--- src/rtl/vga_layer_compositor.sv ---
// Two-stage pixel compositor: a tile-map background overlaid with prioritised,
// per-pixel transparent sprites. Sprite positions are shadowed per frame and overlaps are latched per frame.
module vga_layer_compositor #(
    parameter int NUM_SPRITES = 4,
    parameter int SPRITE_SIZE = 42,
    parameter int BLOCK_WIDTH = 40,
    parameter int MAP_ROWS    = 12,
    parameter int MAP_COLS    = 17,
    parameter int COORD_W     = 10,
    parameter int LW          = $clog2(SPRITE_SIZE),
    parameter int BDR         = 0,
    parameter int SKY         = 1,
    parameter int BLK         = 2,
    parameter int GND         = 3,
    parameter int TKN         = 4,
    localparam int TA_W       = $clog2(MAP_ROWS * MAP_COLS)
) (
    input  logic                           clk,
    input  logic                           rst_n,
    input  logic                           pix_valid,
    input  logic [COORD_W-1:0]             pix_row,
    input  logic [COORD_W-1:0]             pix_col,
    input  logic                           frame_start,
    input  logic [NUM_SPRITES*COORD_W-1:0] spr_x_in,
    input  logic [NUM_SPRITES*COORD_W-1:0] spr_y_in,
    input  logic [NUM_SPRITES-1:0]         spr_en_in,
    output logic [TA_W-1:0]                tile_addr,
    input  logic [7:0]                     tile_code,
    output logic [NUM_SPRITES*LW-1:0]      spr_lx,
    output logic [NUM_SPRITES*LW-1:0]      spr_ly,
    input  logic [NUM_SPRITES*13-1:0]      spr_pix,
    output logic                           out_valid,
    output logic [3:0]                     red,
    output logic [3:0]                     green,
    output logic [3:0]                     blue,
    output logic [NUM_SPRITES-1:0]         collision
);

    localparam int PIX_W = 13;
    localparam logic [COORD_W-1:0] BW_C   = COORD_W'(BLOCK_WIDTH);
    localparam logic [COORD_W-1:0] ROWS_C = COORD_W'(MAP_ROWS);
    localparam logic [COORD_W-1:0] COLS_C = COORD_W'(MAP_COLS);
    localparam logic [COORD_W:0]   SIZE_C = (COORD_W + 1)'(SPRITE_SIZE);
    localparam logic [TA_W-1:0]    MCOL_C = TA_W'(MAP_COLS);
    localparam logic [7:0] BDR_C = 8'(BDR);
    localparam logic [7:0] SKY_C = 8'(SKY);
    localparam logic [7:0] BLK_C = 8'(BLK);
    localparam logic [7:0] GND_C = 8'(GND);
    localparam logic [7:0] TKN_C = 8'(TKN);

    function automatic logic [11:0] bg_rgb(input logic [7:0] code, input logic oob);
        logic [11:0] c;
        c = 12'h000;
        if (!oob) begin
            case (code)
                GND_C:   c = 12'h0F2;
                SKY_C:   c = 12'h09F;
                BLK_C:   c = 12'h843;
                TKN_C:   c = 12'h09F;
                BDR_C:   c = 12'h000;
                default: c = 12'h000;
            endcase
        end
        return c;
    endfunction

    function automatic int unsigned count_ones(input logic [NUM_SPRITES-1:0] v);
        int unsigned n;
        n = 0;
        for (int k = 0; k < NUM_SPRITES; k++) begin
            n += int'(v[k]);
        end
        return n;
    endfunction

    // Frame-shadowed sprite state
    logic [NUM_SPRITES*COORD_W-1:0] act_x_q, act_x_d;
    logic [NUM_SPRITES*COORD_W-1:0] act_y_q, act_y_d;
    logic [NUM_SPRITES-1:0]         act_en_q, act_en_d;

    logic [COORD_W-1:0]        trow, tcol;
    logic                      vld_p1_q, vld_p1_d;
    logic                      oob_p1_q, oob_p1_d;
    logic [NUM_SPRITES-1:0]    hit_p1_q, hit_p1_d;
    logic [TA_W-1:0]           tile_addr_q, tile_addr_d;
    logic [NUM_SPRITES*LW-1:0] spr_lx_q, spr_lx_d;
    logic [NUM_SPRITES*LW-1:0] spr_ly_q, spr_ly_d;

    logic [NUM_SPRITES-1:0] vis, overlap;
    logic [11:0]            rgb_sel;
    logic                   vld_p2_q, vld_p2_d;
    logic [11:0]            rgb_p2_q, rgb_p2_d;
    logic [NUM_SPRITES-1:0] pending_q, pending_d;
    logic [NUM_SPRITES-1:0] collision_q, collision_d;

    always_comb begin
        act_x_d  = frame_start ? spr_x_in  : act_x_q;
        act_y_d  = frame_start ? spr_y_in  : act_y_q;
        act_en_d = frame_start ? spr_en_in : act_en_q;
    end

    // Stage 1: tile address, sprite hit tests and sprite-local coordinates
    always_comb begin
        trow        = pix_row / BW_C;
        tcol        = pix_col / BW_C;
        vld_p1_d    = pix_valid;
        oob_p1_d    = (trow >= ROWS_C) || (tcol >= COLS_C);
        tile_addr_d = oob_p1_d ? '0 : TA_W'(trow) * MCOL_C + TA_W'(tcol);
        hit_p1_d    = '0;
        spr_lx_d    = '0;
        spr_ly_d    = '0;
        for (int i = 0; i < NUM_SPRITES; i++) begin
            // One extra bit keeps x+SIZE from wrapping back onto column/row 0.
            hit_p1_d[i] = act_en_q[i]
                && ({1'b0, pix_col} >= {1'b0, act_x_q[i*COORD_W +: COORD_W]})
                && ({1'b0, pix_col} <  ({1'b0, act_x_q[i*COORD_W +: COORD_W]} + SIZE_C))
                && ({1'b0, pix_row} >= {1'b0, act_y_q[i*COORD_W +: COORD_W]})
                && ({1'b0, pix_row} <  ({1'b0, act_y_q[i*COORD_W +: COORD_W]} + SIZE_C));
            spr_lx_d[i*LW +: LW] = LW'(pix_col - act_x_q[i*COORD_W +: COORD_W]);
            spr_ly_d[i*LW +: LW] = LW'(pix_row - act_y_q[i*COORD_W +: COORD_W]);
        end
    end

    // Stage 2: priority select, background palette, collision accumulation
    always_comb begin
        vis     = '0;
        rgb_sel = 12'h000;
        for (int i = 0; i < NUM_SPRITES; i++) begin
            vis[i] = hit_p1_q[i] & spr_pix[i*PIX_W + 12];
        end
        for (int i = NUM_SPRITES - 1; i >= 0; i--) begin
            if (vis[i]) rgb_sel = spr_pix[i*PIX_W +: 12];
        end
        if (vis == '0) rgb_sel = bg_rgb(tile_code, oob_p1_q);
        vld_p2_d = vld_p1_q;
        rgb_p2_d = vld_p1_q ? rgb_sel : 12'h000;
        overlap  = (vld_p1_q && count_ones(vis) >= 2) ? vis : '0;
        if (frame_start) begin
            collision_d = pending_q;
            pending_d   = overlap;
        end else begin
            collision_d = collision_q;
            pending_d   = pending_q | overlap;
        end
    end

    always_ff @(posedge clk or negedge rst_n) begin
        if (!rst_n) begin
            act_x_q     <= '0;
            act_y_q     <= '0;
            act_en_q    <= '0;
            vld_p1_q    <= 1'b0;
            oob_p1_q    <= 1'b0;
            hit_p1_q    <= '0;
            tile_addr_q <= '0;
            spr_lx_q    <= '0;
            spr_ly_q    <= '0;
            vld_p2_q    <= 1'b0;
            rgb_p2_q    <= '0;
            pending_q   <= '0;
            collision_q <= '0;
        end else begin
            act_x_q     <= act_x_d;
            act_y_q     <= act_y_d;
            act_en_q    <= act_en_d;
            vld_p1_q    <= vld_p1_d;
            oob_p1_q    <= oob_p1_d;
            hit_p1_q    <= hit_p1_d;
            tile_addr_q <= tile_addr_d;
            spr_lx_q    <= spr_lx_d;
            spr_ly_q    <= spr_ly_d;
            vld_p2_q    <= vld_p2_d;
            rgb_p2_q    <= rgb_p2_d;
            pending_q   <= pending_d;
            collision_q <= collision_d;
        end
    end

    assign tile_addr = tile_addr_q;
    assign spr_lx    = spr_lx_q;
    assign spr_ly    = spr_ly_q;
    assign out_valid = vld_p2_q;
    assign red       = rgb_p2_q[11:8];
    assign green     = rgb_p2_q[7:4];
    assign blue      = rgb_p2_q[3:0];
    assign collision = collision_q;

endmodule

--- config.mk ---
export PLATFORM = sky130hd
export DESIGN_NAME = vga_layer_compositor
export DESIGN_NICKNAME = d
export VERILOG_FILES = /design/src/rtl/vga_layer_compositor.sv
export SDC_FILE = /design/constraint.sdc
export NUM_CORES = 1
export LEC_CHECK = 0
export ABC_AREA = 0
export CORE_ASPECT_RATIO = 1.25
export CORE_MARGIN = 3
export CORE_UTILIZATION = 35
export DETAILED_ROUTE_END_ITERATION = 16
export GPL_ROUTABILITY_DRIVEN = 0
export PLACE_DENSITY_LB_ADDON = 0.05
export SETUP_SLACK_MARGIN = 0.02
export SLEW_MARGIN = 10
export SYNTH_ARGS = -nofsm -noshare
export SYNTH_HDL_FRONTEND = slang
export SYNTH_SLANG_ARGS = --single-unit
--- constraint.sdc ---
create_clock -name clk -period 3.5 [get_ports clk]
set_input_delay 0.7 -clock clk [delete_from_list [all_inputs] [get_ports clk]]
set_output_delay 0.7 -clock clk [all_outputs]
set_load 0.01 [all_outputs]
==> flow_summary.ini, run 1 <==
[outcome]
status = finished, final reports clean

[global_route]
grt_max_degree = 76
track_usage_pct = 19.7
antenna_found_initial = 0
grt_pass1_vias = 10600
grt_overflow = 0
grt_pass1_wl_um = 56400

[drt]
firstDrtPassIters = 4
detail_route.iter0.violations = 389
drt_drc_violations_left = 0
routed_via_density = 5.01
wl_per_cell_um = 17.4
vias = 10200
antenna_left = 0
routed_wirelength_um = 35600

[logic_synthesis]
syn_avg_cell_area_um2 = 9.37
synth_top_flop_cell = dfrtp_1
synthXorXnorAreaFrac_pct = 7.11
ys_seq_area_share_pct = 34.7
synth_top_family_by_area = adder cells
synth_fa_ha_area_share_pct = 20.4
synth-seq-cells = 167
syn_area_mm2 = 0.0121
yosys_warnings = 0
syn_nets = 1641
synth_compound_area_share_pct = 20.0
synth_edf_count = 0
synthSimpleGateAreaFrac_pct = 10.5
syn_inst = 1286
synth_mux_area_share_pct = 1.67
ys_types = 72
async_flop_share_pct = 100

[clocking]
root_buffer = clkbuf_16
clockBufferDepth = 2
cts_tree = done
htreeDepth = 4
clk_pin_slew_ns = 0.07
numCtsBuffers = 17
clock_latency_ns = 0.46
numClockSinks = 167

[sta]
report.final.setup_viol = 0
slew_headroom_pct = 37.3
fin_tns_setup_ns = 0
finalCritPeriodShare_pct = 94.8
rsz0062_at_grt = no
hold_violations = 0
tightest_slew_ns = 0.937
post-route-min-period_ns = 3.32
hold_ws_ns = 0.220
final.setup_skew_ns = 0.0101
max_freq_ghz = 0.301
maxSlewViolCount = 0

[worst_setup_path]
slowest_delay_ns = 0.57
path_cells = clkdlybuf4s15_1, or3b_4, o2bb2ai_2, nor2_4, nor2_1, a221oi_2, o21ai_2, ha_2, fa_2, ha_4, inv_2, o21bai_1, a21oi_1, xor2_1, nor3_1
cp_max_fo = 5
crit_family = adder cells
reg2reg_slack_ns = 0.25
reg2reg_depth = 12
regToRegEndpoint = hit_p1_q[1]
end_kind = flip-flop
critPathBufInv = 2
cp.arrival_ns = 3.63
cp_data_required_time_ns = 3.81
timing.rr.start = act_x_q[12]
critical_path_class = input pin to flip-flop
crit_slowest_cell = fa_2
startpoint_type = input pin

[cells_and_area]
drive_gt1_share_pct = 12.9
area.growth.synth_to_final_pct = 36.3
post-route-cell-area_mm2 = 0.0164
utilization_pct = 48.6
fillers = 3238
diodes = 0
finish.net_count = 1965

[floorplan]
die_h_um = 213
ioPinCount = 241
initial_utilization_pct = 35.7
row_count = 75
core_region_area_mm2 = 0.0338
die_w_um = 172
dieArea_mm2 = 0.0367

[place]
io_buffers = 240
hpwl_um = 28000
placed_cell_area_mm2 = 0.0156

[power]
p_per_area_mw_per_mm2 = 417
irDropWorstVdd_v = 0.000272
leakagePower_nw = 7.65

[run]
drv_cap = 0

[worst_hold_path]
hold_class = input pin to async pin
-- timing repair --
item | CTS | global route
hold buffers | 0 | 0
buffers inserted | 6 | 3
setup endpoints to repair | 3 | 4
cloned | 2 | 0
gates resized for setup | 32 | 32
pin swaps | 19 | 26
-- power breakdown --
group          internal, mW  switching, mW  leakage [nW]
sequential             2.19          0.131          2.05
clock                  1.12          0.898         0.293
combinational          1.31           1.19          5.31
-- layer usage --
layer / part of all wire [%] / routed length, um / track usage, %
met1: 43 / 15400 / 23.9
met2: 50 / 17900 / 34.7
met3: 4.3 / 1540 / 3.98
met4: 2.4 / 845 / 6.80
met5: 0 / 0 / 0
-- how the worst max path moves through the flow --
stage | startpoint | end | slack [ns] | cells past startpoint
6_report | pix_row[5] | tile_addr[7] | 0.18 | 15
2_1_floorplan | pix_row[9] | tile_addr[6] | 0.02 | 17
3_3_place_gp | pix_row[8] | tile_addr[7] | -0.61 | 15
5_1_grt | pix_row[5] | tile_addr[7] | 0.02 | 15
3_5_place_dp | pix_row[8] | tile_addr[7] | -0.67 | 15
4_1_cts | pix_row[8] | tile_addr[7] | 0.05 | 16
-- cell usage after synthesis (19+ instances only) --
cell,number,area (um2)
ha_1,176,2200
a21o_1,42,315
a21oi_1,64,320
nor3_1,19,95.1
dfrtp_1,167,4180
nand2_1,97,364
clkbuf_1,29,109
xor2_1,22,193
nor2_1,76,285
o21a_1,19,143
inv_1,135,507
xnor2_1,74,648
o21ai_0,125,626
-- per-stage QoR --
stage	power [mW]	worst slack (ns)	cells
floorplan	3.69	0.0211	1286
global placement	4.79	-0.607	2003
detailed placement	4.81	-0.667	2003
CTS	6.92	0.0538	2043
global route	7.32	0.0207	2046
finish	6.85	0.182	2046
-- registers in the layout (all words and copies together), names as in the netlist --
signal and flops:
oob_p1_q 1, spr_ly 24, collision 4, out_valid 1, hit_p1_q 4, act_en_q 4
vld_p1_q 1, pending_q 4, spr_lx 24, act_x_q 40, rgb_p2_q 12, tile_addr 8
act_y_q 40
-- worst reg2reg max path, cell delays in order, from the launching register on --
cell	delay (ns)
dfrtp_1	0.40
ha_1	0.22
nor2_1	0.11
nor2_1	0.08
o21ai_0	0.30
xnor2_1	0.17
ha_1	0.26
a21o_1	0.19
a211o_1	0.33
a211o_1	0.29
a211o_1	0.31
nor4b_2	0.35
buf_4	0.18
-- cell families (layout without fill, tap and decap cells) --
family                     Yosys count  after routing
buffers and inverters              172            509
muxes                               18             18
adders and majority gates          191            191
xor gates and xnor gates            97             97
DFF                                167            167
and+or+nand+nor                    273            273
AOI/OAI and AO/OA                  368            368
-- placed cells by master (no fill, tap or decap), types with 5 or more instances in the layout --
cell	n
clkdlybuf4s50_1	227
ha_1	169
dfrtp_1	167
inv_1	134
o21ai_0	122
nand2_1	97
buf_4	93
xnor2_1	74
nor2_1	74
a21oi_1	59
a21o_1	42
xor2_1	22
nor3_1	19
o21a_1	19
mux2_2	17
clkbuf_16	17
nor2b_1	16
a221oi_1	15
nand2b_1	11
o21bai_1	11
a211o_1	11
a31oi_1	10
o211ai_1	9
or3_1	9
fa_1	9
nand3_1	8
a211oi_1	8
o22ai_1	6
buf_6	6
o221ai_1	5
clkbuf_2	5
-- cell type report --
class,instances,area [um2],share of cell area [%]
multi-input cells,947,7410,45.1
flip-flops and latches,167,4180,25.4
clock buffers,21,470,2.86
inverters,136,510,3.11
repair buffers,341,3190,19.4
well taps,423,529,3.22
clock inverters,11,139,0.846
Power figures use the tool's default switching activity.
==> inputs of run 2 (changes only) <==
--- a/config.mk
+++ b/config.mk
@@ -13,6 +13,7 @@
 export GPL_ROUTABILITY_DRIVEN = 0
 export PLACE_DENSITY_LB_ADDON = 0.05
 export SETUP_SLACK_MARGIN = 0.02
+export SKIP_CTS_REPAIR_TIMING = 1
 export SLEW_MARGIN = 10
 export SYNTH_ARGS = -nofsm -noshare
 export SYNTH_HDL_FRONTEND = slang
==> run 2 against run 1 <==
Hold slack better by 0.00060 ns; design area is 0.40% higher; setup slack worse by 0.032 ns; via count is 0.58% higher; first-iteration DRC count is 9.0% higher; combinational power hardly changed; critical path depth is 1 higher; global-route usage is 0.25 points lower; wire length is 0.45% higher; core utilization is 0.20 points higher; sequential share of layout area is 0.10 points lower; critical endpoint unchanged; largest cell class unchanged; highest routed layer unchanged.
==> flow_summary.ini, run 2 (synthesis results as in run 1) <==
[clocking]
numClockSinks = 167
root_buffer = clkbuf_16
clock_latency_ns = 0.46
clk_pin_slew_ns = 0.07
numCtsBuffers = 17
clockBufferDepth = 2
cts_tree = done
htreeDepth = 4

[power]
sw_frac_of_total_pct = 32.4
p_sw_mw = 2.22
irDropWorstVdd_v = 0.000272
comb_power_share_pct = 36.8
power.internal_mw = 4.63
leakagePower_nw = 7.72
p_per_area_mw_per_mm2 = 416
power.share.sequential_pct = 33.8
clockPowerShare_pct = 29.4

[sta]
tightest_slew_ns = 0.937
max_freq_ghz = 0.298
layout_setup_ws_ns = 0.150
fin_tns_setup_ns = 0
post-route-min-period_ns = 3.35
hold_violations = 0
maxSlewViolCount = 0
rsz0062_at_grt = no
slew_headroom_pct = 37.3
finalCritPeriodShare_pct = 95.7
report.final.setup_viol = 0
hold_ws_ns = 0.221
final.setup_skew_ns = 0.0141

[worst_setup_path]
cp.arrival_ns = 3.66
regToRegEndpoint = hit_p1_q[1]
startpoint_type = input pin
critical_path_class = input pin to flip-flop
crit_path_start = pix_row[6]
reg2reg_slack_ns = 0.26
cp_data_required_time_ns = 3.81
reg2reg_depth = 12
timing.rr.start = act_x_q[12]
end_kind = flip-flop
cp_max_fo = 5

[global_route]
track_usage_pct = 19.4
grt_pass1_vias = 10500
antenna_found_initial = 0
grt_overflow = 0
grt_max_degree = 76
grt_pass1_wl_um = 55800

[floorplan]
die_w_um = 172
ioPinCount = 241
row_count = 75
die_h_um = 213
core_region_area_mm2 = 0.0338
dieArea_mm2 = 0.0367
initial_utilization_pct = 35.7

[outcome]
status = finished, final reports clean

[cells_and_area]
top_regs = act_x_q x40, act_y_q x40
area.growth.synth_to_final_pct = 36.8
post-route-cell-area_mm2 = 0.0165
most-common-layout-cells = 227 x clkdlybuf4s50_1, 169 x ha_1, 167 x dfrtp_1
multi_input_area_mm2 = 0.00744
diodes = 0
fin_cells = 2045
fillers = 3231
layout_commonest_cell = clkdlybuf4s50_1
finish.net_count = 1964
drive_gt1_share_pct = 12.5
register_area_mm2 = 0.00418

[drt]
detail_route.iter0.violations = 424
routed_wirelength_um = 35800
wl_per_cell_um = 17.5
drt_drc_violations_left = 0
vias = 10300
antenna_left = 0
firstDrtPassIters = 4
routed_via_density = 5.04

[place]
placed_cell_area_mm2 = 0.0156
post-place-ws_ns = -0.667
io_buffers = 240
dp.cells = 2003
hpwl_um = 28000

[worst_hold_path]
hold_class = input pin to async pin

[run]
drv_cap = 0
run 2: changes by cell type in the layout (fill, tap and decap cells not counted), sizes merged:
cell / change
clkbuf: -3
buf: -1
dlygate4sd2: -4
clkdlybuf4s15: -1
dlymetal6s2s: +8
run 2: how the worst max path moves through the flow:
stage                         endpoint  slack, ns  cells past startpoint
after floorplan           tile_addr[6]       0.02                     17
after global placement    tile_addr[7]      -0.61                     15
after detailed placement  tile_addr[7]      -0.67                     15
after CTS                 tile_addr[7]      -0.20                     15
after global routing      tile_addr[7]       0.02                     17
final                     tile_addr[7]       0.15                     16
run 2: critical path, cell delays in order:
cell	delay [ns]
clkbuf_2	0.12
buf_6	0.14
or3b_4	0.41
o2bb2ai_4	0.14
nor2_4	0.16
nor2_1	0.07
a221oi_2	0.32
o21ai_2	0.10
ha_2	0.19
fa_1	0.59
ha_4	0.22
inv_2	0.05
o21bai_1	0.06
a21oi_1	0.18
xor2_1	0.16
nor3_1	0.06
run 2: metrics by stage:
stage                     total power, mW  util [%]
after floorplan                      3.69         -
after global placement               4.79      46.1
after detailed placement             4.81      46.1
after CTS                            6.89      47.9
after global routing                 7.33      48.8
final                                6.86      48.8
run 2: area by class of cell:
type / count / share of cell area, %
multi-input cells: 947 / 45.1
repair buffers: 340 / 19.5
inverters: 136 / 3.10
well taps: 423 / 3.21
clock buffers: 21 / 2.85
clock inverters: 11 / 0.842
flip-flops and latches: 167 / 25.3
run 2: power groups by stage:
stage               Clock, mW  Combinational, mW  Sequential [mW]
finish                   2.02               2.52             2.32
global route             2.15               2.82             2.35
CTS                      2.09               2.47             2.33
detailed placement          0               2.45             2.36
global placement            0               2.44             2.36
floorplan                   0               1.27             2.41
run 2: per-layer routing:
layer / vias to the layer above / GRT usage (%) / wire (um)
met5: - / 0 / 0
met4: 0 / 6.20 / 805
met3: 52 / 4.06 / 1650
met2: 231 / 34.3 / 18100
met1: 4857 / 23.7 / 15300
li1: 5161 / - / -
==> RTL change (settings of run 2) <==
Register the input `pix_col` before use, cleared by the reset. The logic sees it one clock later. The other inputs are not delayed to match.
--- a/src/rtl/vga_layer_compositor.sv
+++ b/src/rtl/vga_layer_compositor.sv
@@ -47,6 +47,16 @@
     localparam logic [7:0] BLK_C = 8'(BLK);
     localparam logic [7:0] GND_C = 8'(GND);
     localparam logic [7:0] TKN_C = 8'(TKN);
+
+    logic [COORD_W-1:0] pix_col_q;
+
+    always_ff @(posedge clk or negedge rst_n) begin
+        if (!rst_n) begin
+            pix_col_q <= '0;
+        end else begin
+            pix_col_q <= pix_col;
+        end
+    end
 
     function automatic logic [11:0] bg_rgb(input logic [7:0] code, input logic oob);
         logic [11:0] c;
@@ -102,7 +112,7 @@
     // Stage 1: tile address, sprite hit tests and sprite-local coordinates
     always_comb begin
         trow        = pix_row / BW_C;
-        tcol        = pix_col / BW_C;
+        tcol        = pix_col_q / BW_C;
         vld_p1_d    = pix_valid;
         oob_p1_d    = (trow >= ROWS_C) || (tcol >= COLS_C);
         tile_addr_d = oob_p1_d ? '0 : TA_W'(trow) * MCOL_C + TA_W'(tcol);
@@ -112,11 +122,11 @@
         for (int i = 0; i < NUM_SPRITES; i++) begin
             // One extra bit keeps x+SIZE from wrapping back onto column/row 0.
             hit_p1_d[i] = act_en_q[i]
-                && ({1'b0, pix_col} >= {1'b0, act_x_q[i*COORD_W +: COORD_W]})
-                && ({1'b0, pix_col} <  ({1'b0, act_x_q[i*COORD_W +: COORD_W]} + SIZE_C))
+                && ({1'b0, pix_col_q} >= {1'b0, act_x_q[i*COORD_W +: COORD_W]})
+                && ({1'b0, pix_col_q} <  ({1'b0, act_x_q[i*COORD_W +: COORD_W]} + SIZE_C))
                 && ({1'b0, pix_row} >= {1'b0, act_y_q[i*COORD_W +: COORD_W]})
                 && ({1'b0, pix_row} <  ({1'b0, act_y_q[i*COORD_W +: COORD_W]} + SIZE_C));
-            spr_lx_d[i*LW +: LW] = LW'(pix_col - act_x_q[i*COORD_W +: COORD_W]);
+            spr_lx_d[i*LW +: LW] = LW'(pix_col_q - act_x_q[i*COORD_W +: COORD_W]);
             spr_ly_d[i*LW +: LW] = LW'(pix_row - act_y_q[i*COORD_W +: COORD_W]);
         end
     end
Behaviour: not the same (a bounded check fails within 4 cycles, from zero or initial values and one cycle with rst_n low).
==> RTL change against run 2 <==
Fmax increased by 0.36%. Hold slack improved by 68 ps. Final area fell by 0.27%. Area after synthesis is 1.9% higher. Wire length down 2.3%. Critical path depth is 1 higher. Sequential power increased by 6%. Clock skew fell by 4.1 ps. Clock power up 2%. Cell count increased by 1.5%. Power is 0.91% higher. Core utilization decreased by 1.2 points. Worst setup slack gained 12 ps. Sequential cell count increased by 10. Critical path type is now reg2reg. Critical endpoint is now tile_addr[6]. Largest power group is now registers. Highest routed layer is now met5.
==> RTL change: results (changes against run 2) <==
stage	metric	value	unit	change
drt	1st-iter DRT viols	471		+11%
placed_design	port bufs	240		unchanged
setup_path	reg2reg end	tile_addr[6]		
global_routing	global-route wire length before repair	56890	um	+1.9%
logic_synthesis	post-synthesis cell type count	77		+6.9%
logic_synthesis	Post-Syn Area per Cell	9.472	um2	+1.1%
cts	Max Root-Sink Buffers	2		unchanged
logic_synthesis	YS warnings	0		unchanged
setup_path	R2R setup slack	160	ps	-100 ps
setup_path	Reg-to-Reg Start	pix_col_q[6]		
cells_and_area	Filler Cells Inserted	3361		+4.0%
global_routing	antenna violations before repair	4		+4
floorplanning	row cnt	76		+1.3%
outcome	outcome	completed		
drt	wire per inst	16.83	um	-3.8%
power	LEAKAGE	7.610	nW	-1.4%
placed_design	DP HPWL	27400	um	-2.0%
setup_path	CP Launch Type	flip-flop		
cts	worst-skew pair later-pin latency	460	ps	about the same
power	maximum VDD drop	283.8	uV	+4.5%
cts	Clock transition at path regs	70	ps	about the same
sta	actual slew at the worst max-slew pin	926.8	ps	-9.927 ps
drt	Avg Vias per Cell	4.877		-3.2%
cells_and_area	Layout Nets	1949		-0.76%
setup_path	Max Fanout on Critical Path	7		+2
cells_and_area	largest registers	act_x_q x40, act_y_q x40		
logic_synthesis	Async SR Flop Fraction	100.0	%	unchanged
cts	CTS root buffer	clkbuf_16		
global_routing	largest net degree at the start of global routing	78		+2.6%
cts	CTS buffer count	17		unchanged
setup_path	slowest stage cell, crit path	dfrtp_2		
cts	htree depth	4		unchanged
sta	Clock Skews	9.978	ps	-4.088 ps
placed_design	# placed instances	2038		+1.7%
global_routing	number of global-route vias before repair	10433		-0.66%
hold_path	hold crit path type	in2async		
logic_synthesis	Commonest cells post-synth	177 x dfrtp_1, 176 x ha_1, 134 x inv_1		
setup_path	CP arrival	3700	ps	+40 ps
logic_synthesis	Syn Nets	1652		+0.67%
setup_path	CP peak stage delay	480	ps	-110 ps
logic_synthesis	Synth area leaders	dfrtp_1 36%, ha_1 18%, o21ai_0 5.4%		
global_routing	Tot GR Track Use	19.01	%	-0.40 points
cells_and_area	Post-Layout Cell Count	2076		+1.5%
logic_synthesis	Top FF cell, synth	dfrtp_1		
cells_and_area	share of layout cells above drive strength 1	10.34	%	-2.2 points
setup_path	Worst R2R Path Depth	17		+5
drt	drt first pass iters	5		+1
sta	hold slack	288.7	ps	+67.94 ps
logic_synthesis	register area share after synthesis	36.05	%	+1.4 points
-- RTL change: cell count changes in the layout (fill, tap and decap cells not counted), sizes merged, moves of 3 or more --
cell / change
nand2: +7
o211ai: -3
a211o: -3
dlymetal6s2s: -7
nor3: +3
a21o: -3
clkdlybuf4s50: +6
dfrtp: +10
buf: -28
o21ai: +9
-- RTL change: cell families (layout without fill, tap and decap cells) --
family / after synthesis / count (layout) / share of synthesized area (%)
xor+xnor: 94 / 94 / 6.854
other cells: 0 / 2 / 0
fa+ha+maj: 191 / 191 / 20.04
buf+inv: 170 / 479 / 5.489
mux: 18 / 18 / 1.640
compound gates: 364 / 364 / 19.22
simple gates: 283 / 283 / 10.70
flops: 177 / 177 / 36.05
-- RTL change: worst max-delay path by stage --
stage                              end
final                     tile_addr[6]
after global placement    tile_addr[6]
after global routing      tile_addr[6]
after CTS                 tile_addr[6]
after detailed placement  tile_addr[6]
after floorplan           tile_addr[7]
-- RTL change: area by class of cell --
type	instances	area (um2)	area share (%)
Clock buffer	20	466.7	2.838
Sequential cell	177	4433	26.96
Inverter	135	506.7	3.082
Timing Repair Buffer	313	2999	18.24
Multi-Input combinational cell	950	7295	44.36
Clock inverter	11	152.6	0.9283
Antenna cell	2	5.005	0.03044
Tap cell	468	585.6	3.561
-- RTL change: per-layer routing --
metal	up-vias	global-route usage (%)	share of wire, %
li1	5142	-	-
met3	40	4.435	4.9
met4	4	6.062	2.0
met1	4735	23.82	44
met5	-	0	0.097
met2	204	32.46	49
-- RTL change: stage by stage --
stage,util (%),setup WS [ps],cell area (um2)
after floorplan,-,28.60,12340
after global placement,45.52,-682.0,15710
after detailed placement,45.52,-721.9,15710
after CTS,47.32,-246.2,16330
after global routing,47.63,14.15,16440
final,47.64,161.6,16440
-- RTL change: worst max-delay path, delay by kind of cell, from the launching register on --
kind	cells	cell delay, ps
and+or+nand+nor	2	300
adders and majority gates	4	910
AOI/OAI and AO/OA	7	1130
buffers and inverters	3	270
xor gates and xnor gates	1	150
DFF	1	480
-- RTL change: power breakdown --
group | internal, mW | switching, mW | total [mW] | leakage, nW
logic | 1.25 | 1.15 | 2.41 | 5.14
clock network | 1.18 | 0.875 | 2.06 | 0.307
registers | 2.31 | 0.144 | 2.45 | 2.16
